`config.mk`:
```
export PLATFORM = sky130hd
export DESIGN_NAME = uart_rx_frame_flat
export DESIGN_NICKNAME = d
export VERILOG_FILES = /design/src/rtl/uart_rx_frame_if.sv /design/src/rtl/uart_rx_frame.sv /design/src/flat_wrapper.sv
export SDC_FILE = /design/constraint.sdc
export NUM_CORES = 1
export LEC_CHECK = 0
export ABC_AREA = 1
export BUFFER_PORTS_ARGS = -buffer_cell sky130_fd_sc_hd__buf_2
export CELL_PAD_IN_SITES_DETAIL_PLACEMENT = 1
export CELL_PAD_IN_SITES_GLOBAL_PLACEMENT = 2
export CORE_MARGIN = 2
export CORE_UTILIZATION = 30
export DETAILED_ROUTE_END_ITERATION = 16
export PLACE_DENSITY = 0.77
export SLEW_MARGIN = 25
export SYNTH_ARGS = -nofsm -noshare
export SYNTH_HDL_FRONTEND = slang
export SYNTH_SLANG_ARGS = --single-unit
```
`constraint.sdc`:
```
create_clock -name CLK -period 4.25 [get_ports CLK]
set_input_delay 0.2125 -clock CLK [delete_from_list [all_inputs] [get_ports CLK]]
set_output_delay 0.2125 -clock CLK [all_outputs]
set_load 0.005 [all_outputs]
```
`src/rtl/uart_rx_frame_if.sv`:
```
// Signal bundle between the RX line/config source and the UART receive frame engine.
// master drives the line and configuration; slave is the frame engine.
interface uart_rx_frame_if #(
    parameter int DATA_WIDTH = 8,
    parameter int PRESC_W    = 6
);
    logic                  RX_IN;
    logic [PRESC_W-1:0]    Prescale;
    logic                  PAR_EN;
    logic                  PAR_TYP;
    logic [DATA_WIDTH-1:0] P_DATA;
    logic                  Data_valid;
    logic                  Par_err;
    logic                  Stp_err;

    modport master (
        output RX_IN, Prescale, PAR_EN, PAR_TYP,
        input  P_DATA, Data_valid, Par_err, Stp_err
    );

    modport slave (
        input  RX_IN, Prescale, PAR_EN, PAR_TYP,
        output P_DATA, Data_valid, Par_err, Stp_err
    );
endinterface

```
`src/rtl/uart_rx_frame.sv`:
```
// UART receive frame engine: start detect, 3-sample majority vote, LSB-first deserialize,
// parity and stop checking, one-cycle result pulses with P_DATA held between good frames.
module uart_rx_frame #(
    parameter int DATA_WIDTH = 8,
    parameter int PRESC_W    = 6
) (
    input  logic           CLK,
    input  logic           RST,
    uart_rx_frame_if.slave bus
);
    localparam int BC_W = $clog2(DATA_WIDTH + 1);

    typedef enum logic [2:0] {IDLE, START, DATA, PARITY, STOP, DONE} state_t;

    state_t                r_state;
    logic [PRESC_W-1:0]    r_edge_cnt;
    logic [BC_W-1:0]       r_bit_cnt;
    logic [PRESC_W-1:0]    r_presc;
    logic                  r_par_en;
    logic                  r_par_typ;
    logic                  r_par_flag;
    logic                  r_s0;
    logic                  r_s1;
    logic [DATA_WIDTH-1:0] r_shift;
    logic [DATA_WIDTH-1:0] r_pdata;
    logic                  r_dv;
    logic                  r_pe;
    logic                  r_se;

    logic [PRESC_W-1:0] w_half;
    logic               w_smp0;
    logic               w_smp1;
    logic               w_dec;
    logic               w_last;
    logic               w_bit;
    logic               w_par_exp;

    // The third sample is the live line value at the decision edge.
    assign w_half    = r_presc >> 1;
    assign w_smp0    = (r_edge_cnt == w_half - PRESC_W'(1));
    assign w_smp1    = (r_edge_cnt == w_half);
    assign w_dec     = (r_edge_cnt == w_half + PRESC_W'(1));
    assign w_last    = (r_edge_cnt == r_presc - PRESC_W'(1));
    assign w_bit     = (r_s0 & r_s1) | (r_s0 & bus.RX_IN) | (r_s1 & bus.RX_IN);
    assign w_par_exp = r_par_typ ? ~^r_shift : ^r_shift;

    always_ff @(posedge CLK) begin
        if (RST) begin
            r_state    <= IDLE;
            r_edge_cnt <= '0;
            r_bit_cnt  <= '0;
            r_presc    <= '0;
            r_par_en   <= 1'b0;
            r_par_typ  <= 1'b0;
            r_par_flag <= 1'b0;
            r_s0       <= 1'b0;
            r_s1       <= 1'b0;
            r_shift    <= '0;
            r_pdata    <= '0;
            r_dv       <= 1'b0;
            r_pe       <= 1'b0;
            r_se       <= 1'b0;
        end else begin
            r_dv <= 1'b0;
            r_pe <= 1'b0;
            r_se <= 1'b0;
            if (w_smp0) r_s0 <= bus.RX_IN;
            if (w_smp1) r_s1 <= bus.RX_IN;
            case (r_state)
                IDLE: begin
                    if (!bus.RX_IN) begin
                        r_state    <= START;
                        r_edge_cnt <= '0;
                        r_bit_cnt  <= '0;
                        r_presc    <= bus.Prescale;
                        r_par_en   <= bus.PAR_EN;
                        r_par_typ  <= bus.PAR_TYP;
                        r_par_flag <= 1'b0;
                    end
                end
                START: begin
                    if (w_dec && w_bit) begin
                        r_state <= IDLE;
                    end else if (w_last) begin
                        r_state    <= DATA;
                        r_edge_cnt <= '0;
                    end else begin
                        r_edge_cnt <= r_edge_cnt + PRESC_W'(1);
                    end
                end
                DATA: begin
                    if (w_dec) r_shift <= {w_bit, r_shift[DATA_WIDTH-1:1]};
                    if (w_last) begin
                        r_edge_cnt <= '0;
                        if (r_bit_cnt == BC_W'(DATA_WIDTH - 1)) begin
                            r_bit_cnt <= '0;
                            r_state   <= r_par_en ? PARITY : STOP;
                        end else begin
                            r_bit_cnt <= r_bit_cnt + BC_W'(1);
                        end
                    end else begin
                        r_edge_cnt <= r_edge_cnt + PRESC_W'(1);
                    end
                end
                PARITY: begin
                    if (w_dec && (w_bit != w_par_exp)) r_par_flag <= 1'b1;
                    if (w_last) begin
                        r_state    <= STOP;
                        r_edge_cnt <= '0;
                    end else begin
                        r_edge_cnt <= r_edge_cnt + PRESC_W'(1);
                    end
                end
                STOP: begin
                    // Leave mid stop bit so a start bit right after it is not missed.
                    if (w_dec) begin
                        r_state <= DONE;
                        if (!w_bit || r_par_flag) begin
                            r_pe <= r_par_flag;
                            r_se <= ~w_bit;
                        end else begin
                            r_dv    <= 1'b1;
                            r_pdata <= r_shift;
                        end
                    end else begin
                        r_edge_cnt <= r_edge_cnt + PRESC_W'(1);
                    end
                end
                DONE: begin
                    r_state    <= IDLE;
                    r_edge_cnt <= '0;
                end
                default: r_state <= IDLE;
            endcase
        end
    end

    assign bus.P_DATA     = r_pdata;
    assign bus.Data_valid = r_dv;
    assign bus.Par_err    = r_pe;
    assign bus.Stp_err    = r_se;
endmodule

```
`src/flat_wrapper.sv`:
```
// flat-port wrapper written by rule: the top's interface ports become plain ports
module uart_rx_frame_flat 
#(
    parameter int DATA_WIDTH = 8,
    parameter int PRESC_W    = 6
)
  (CLK, RST, bus_RX_IN, bus_Prescale, bus_PAR_EN, bus_PAR_TYP, bus_P_DATA, bus_Data_valid, bus_Par_err, bus_Stp_err);
  uart_rx_frame_if #(.DATA_WIDTH(DATA_WIDTH), .PRESC_W(PRESC_W)) bus_i ();
  input  logic CLK;
  input  logic RST;
  input wire logic [$bits(bus_i.RX_IN)-1:0] bus_RX_IN;
  input wire logic [$bits(bus_i.Prescale)-1:0] bus_Prescale;
  input wire logic [$bits(bus_i.PAR_EN)-1:0] bus_PAR_EN;
  input wire logic [$bits(bus_i.PAR_TYP)-1:0] bus_PAR_TYP;
  output wire logic [$bits(bus_i.P_DATA)-1:0] bus_P_DATA;
  output wire logic [$bits(bus_i.Data_valid)-1:0] bus_Data_valid;
  output wire logic [$bits(bus_i.Par_err)-1:0] bus_Par_err;
  output wire logic [$bits(bus_i.Stp_err)-1:0] bus_Stp_err;
  assign bus_i.RX_IN = bus_RX_IN;
  assign bus_i.Prescale = bus_Prescale;
  assign bus_i.PAR_EN = bus_PAR_EN;
  assign bus_i.PAR_TYP = bus_PAR_TYP;
  assign bus_P_DATA = bus_i.P_DATA;
  assign bus_Data_valid = bus_i.Data_valid;
  assign bus_Par_err = bus_i.Par_err;
  assign bus_Stp_err = bus_i.Stp_err;
  uart_rx_frame #(.DATA_WIDTH(DATA_WIDTH), .PRESC_W(PRESC_W)) u_core (.CLK(CLK), .RST(RST), .bus(bus_i));
endmodule
```
==> flow_metrics.py <==
metrics = {
    "outcome": {
        "outcome": "finished clean",
    },
    "route": {
        "detail_route.vias_per_cell": 4.79,
        "ant_nets": 0,
        "wl_per_cell_um": 14.0,
        "routed_wirelength_mm": 6.85,
        "drt_iter0_drc": 56,
        "drc": 0,
        "vias": 2338,
        "first_pass_iters": 4,
    },
    "placement": {
        "dp_slack_ps": 1880,
        "port_buffers": 21,
        "hpwlAfterDp_mm": 5.22,
        "globalplace.congestion": 0.824,
    },
    "sta": {
        "hold_viol_final": 0,
        "post-route-period-util_pct": 55.7,
        "whs_ps": 194,
        "max_slew_margin_pct": 38.1,
        "finalSetupViolCount": 0,
        "maxSlewViolCount": 0,
        "worst-slew-pin-transition_ps": 925,
        "period_needed_ps": 2370,
        "max_freq_ghz": 0.423,
        "setup_ws_ps": 1880,
        "rsz0062_at_grt": "no",
        "clock-skew-final_ps": 8.72,
        "fin_tns_setup_ps": 0,
    },
    "power": {
        "ir_drop_uv": 181,
        "power.density_nw_per_um2": 508,
        "power.static_leakage_nw": 1.23,
    },
    "worst_setup_path": {
        "critical_path_class": "reg -> reg",
        "end_kind": "flop",
        "cp.required_ps": 4450,
        "arrival_ps": 2570,
        "worstPathMaxFanout": 14,
        "startpoint_type": "flop",
    },
    "die": {
        "start_util_pct": 31.0,
        "ioPinCount": 22,
        "dieArea_sq_um": 9280,
        "core-area_sq_um": 8260,
        "rows": 33,
        "die_x_um": 96.3,
        "die_h_um": 96.3,
    },
    "final_layout": {
        "drive_above_1_share_pct": 15.1,
        "multi_input_area_sq_um": 1470,
        "seqCellArea_sq_um": 861,
        "diodes": 0,
        "final_util_pct": 34.3,
        "area_delta_synth_final_pct": 10.8,
        "nNetsFinal": 399,
        "fillCellCount": 1072,
    },
    "global_route": {
        "grt_pass1_wl_mm": 11.7,
        "grt_overflow_total": 0,
        "grt_max_degree": 24,
        "antenna_found_initial": 0,
        "grt_usage_pct": 16.3,
        "grt_pass1_vias": 2401,
    },
    "clock_network": {
        "cts_tree": "done",
        "ctsHtreeMaxLevel": 2,
        "path_clk_slew_ps": 90,
        "clkLatencyLatePin_ps": 300,
        "cts_made_buffers": 5,
        "cts_hold_buf": 0,
        "ctsResizeCount": 0,
        "cts.sinks": 43,
        "clock-root-buffer": "clkbuf_8",
        "cts_setup_buffers": 0,
        "cts_buffer_depth": 2,
    },
    "synth": {
        "ys.flop_type": "dfxtp_1",
        "async_flop_share_pct": 0,
        "synthCells": 364,
        "synth_area_sq_um": 2560,
        "yosysUniqueCellTypes": 37,
        "ys_top_cells_by_count": "nand2_1, dfxtp_1, a21oi_1, inv_1, nor2_1",
        "synth_area_per_cell_sq_um": 7.03,
        "ys_ff_latch": 43,
        "synth_most_common_cell": "nand2_1",
        "ys_warn_count": 0,
        "synth_edf_count": 0,
        "yosysTopAreaCell": "dfxtp_1",
        "syn-num-nets": 381,
        "ys_seq_area_share_pct": 33.7,
        "synthTopCellsByArea": "dfxtp_1, nand2_1, a21oi_1",
        "yosysTopAreaCellShare_pct": 33.7,
    },
    "hold_path": {
        "hp-class": "in -> reg",
    },
    "flow_run": {
        "max_cap_viol_count": 0,
    },
}
per-layer routing:
layer | part of all wire (%) | vias to the layer above | wire [um] | GRT usage [%]
li1 | - | 1207 | - | -
met1 | 50 | 1096 | 3460 | 22.2
met2 | 46 | 26 | 3140 | 26.4
met3 | 2.1 | 9 | 143 | 2.51
met4 | 1.6 | 0 | 108 | 5.05
met5 | 0 | - | 0 | 0
flip-flops by register name, indices dropped and copies added (netlist names), 3 cells and up:
name               count
u_core.bus.P_DATA      8
u_core.r_shift         8
u_core.r_edge_cnt      6
u_core.r_presc         6
u_core.r_bit_cnt       4
u_core.r_state         3
stage by stage:
step | area (sq um) | instances | power, mW
final | 2830 | 488 | 1.44
after global routing | 2830 | 488 | 1.57
after CTS | 2830 | 488 | 1.45
after detailed placement | 2740 | 480 | 1.17
after global placement | 2740 | 480 | 1.16
after floorplan | 2560 | 364 | 1.02
area by class of cell:
cell class              count  share of cell area (%)
multi-input cells         266                    51.9
flip-flops and latches     43                    30.4
inverters                  45                    6.05
well taps                 105                    4.64
repair buffers             21                    3.71
clock buffers               5                    2.43
clock inverters             3                   0.883
cell families (layout without fill, tap and decap cells):
logic type	Yosys count	after routing	share of synthesized area [%]
xor+xnor	26	26	9.59
flops	43	43	33.7
compound gates	67	67	13.9
buf+inv	55	74	8.85
fa+ha+maj	7	7	3.33
simple gates	166	166	30.6
cell usage in the layout (no fill, tap or decap), types with 2 or more instances in the layout:
cell type  count
a21oi_2        2
nand3_2        2
and2_1         2
ha_1           6
nand3_1       27
nor2_1        28
inv_1         36
nand2_2        6
a21oi_1       36
nand2_1       82
xor2_1        13
nor3_1         3
nor3b_1        3
inv_2          8
xnor2_1       12
nor2_2         3
buf_2         21
clkbuf_8       5
clkinv_4       2
dfxtp_1       43
o21ai_0       24
nand4_1        4
nand3_4        2
worst paths after layout:
kind | start | end | slack (ps) | depth (start not counted)
worst max-delay path | u_core.r_state[1]$_SDFFE_PP0P_ | u_core.r_state[1]$_SDFFE_PP0P_ | 1880 | 11
worst min register to register | u_core.bus.P_DATA[4]$_SDFFE_PP0P_ | u_core.bus.P_DATA[4]$_SDFFE_PP0P_ | 450 | 2
worst max register to register | u_core.r_state[1]$_SDFFE_PP0P_ | u_core.r_state[1]$_SDFFE_PP0P_ | 1880 | 11
worst min-delay path | bus_Prescale[4] | u_core.r_presc[4]$_SDFFE_PP0P_ | 190 | 3
power by group:
part / leakage [nW] / internal [mW] / switching (mW)
Sequential: 0.349 / 0.452 / 0.0706
Combinational: 0.832 / 0.217 / 0.423
Clock: 0.0443 / 0.118 / 0.158
Total: 1.23 / 0.786 / 0.652
critical path: stages (launching register included):
cell	delay, ps
dfxtp_1	360
inv_1	80
nor2_1	190
inv_1	90
nor2_1	710
inv_1	220
o21ai_0	280
a21oi_2	80
nand2_1	110
nand2_1	60
nand2_1	50
nor2_1	50
(Power assumes the default switching activity.)
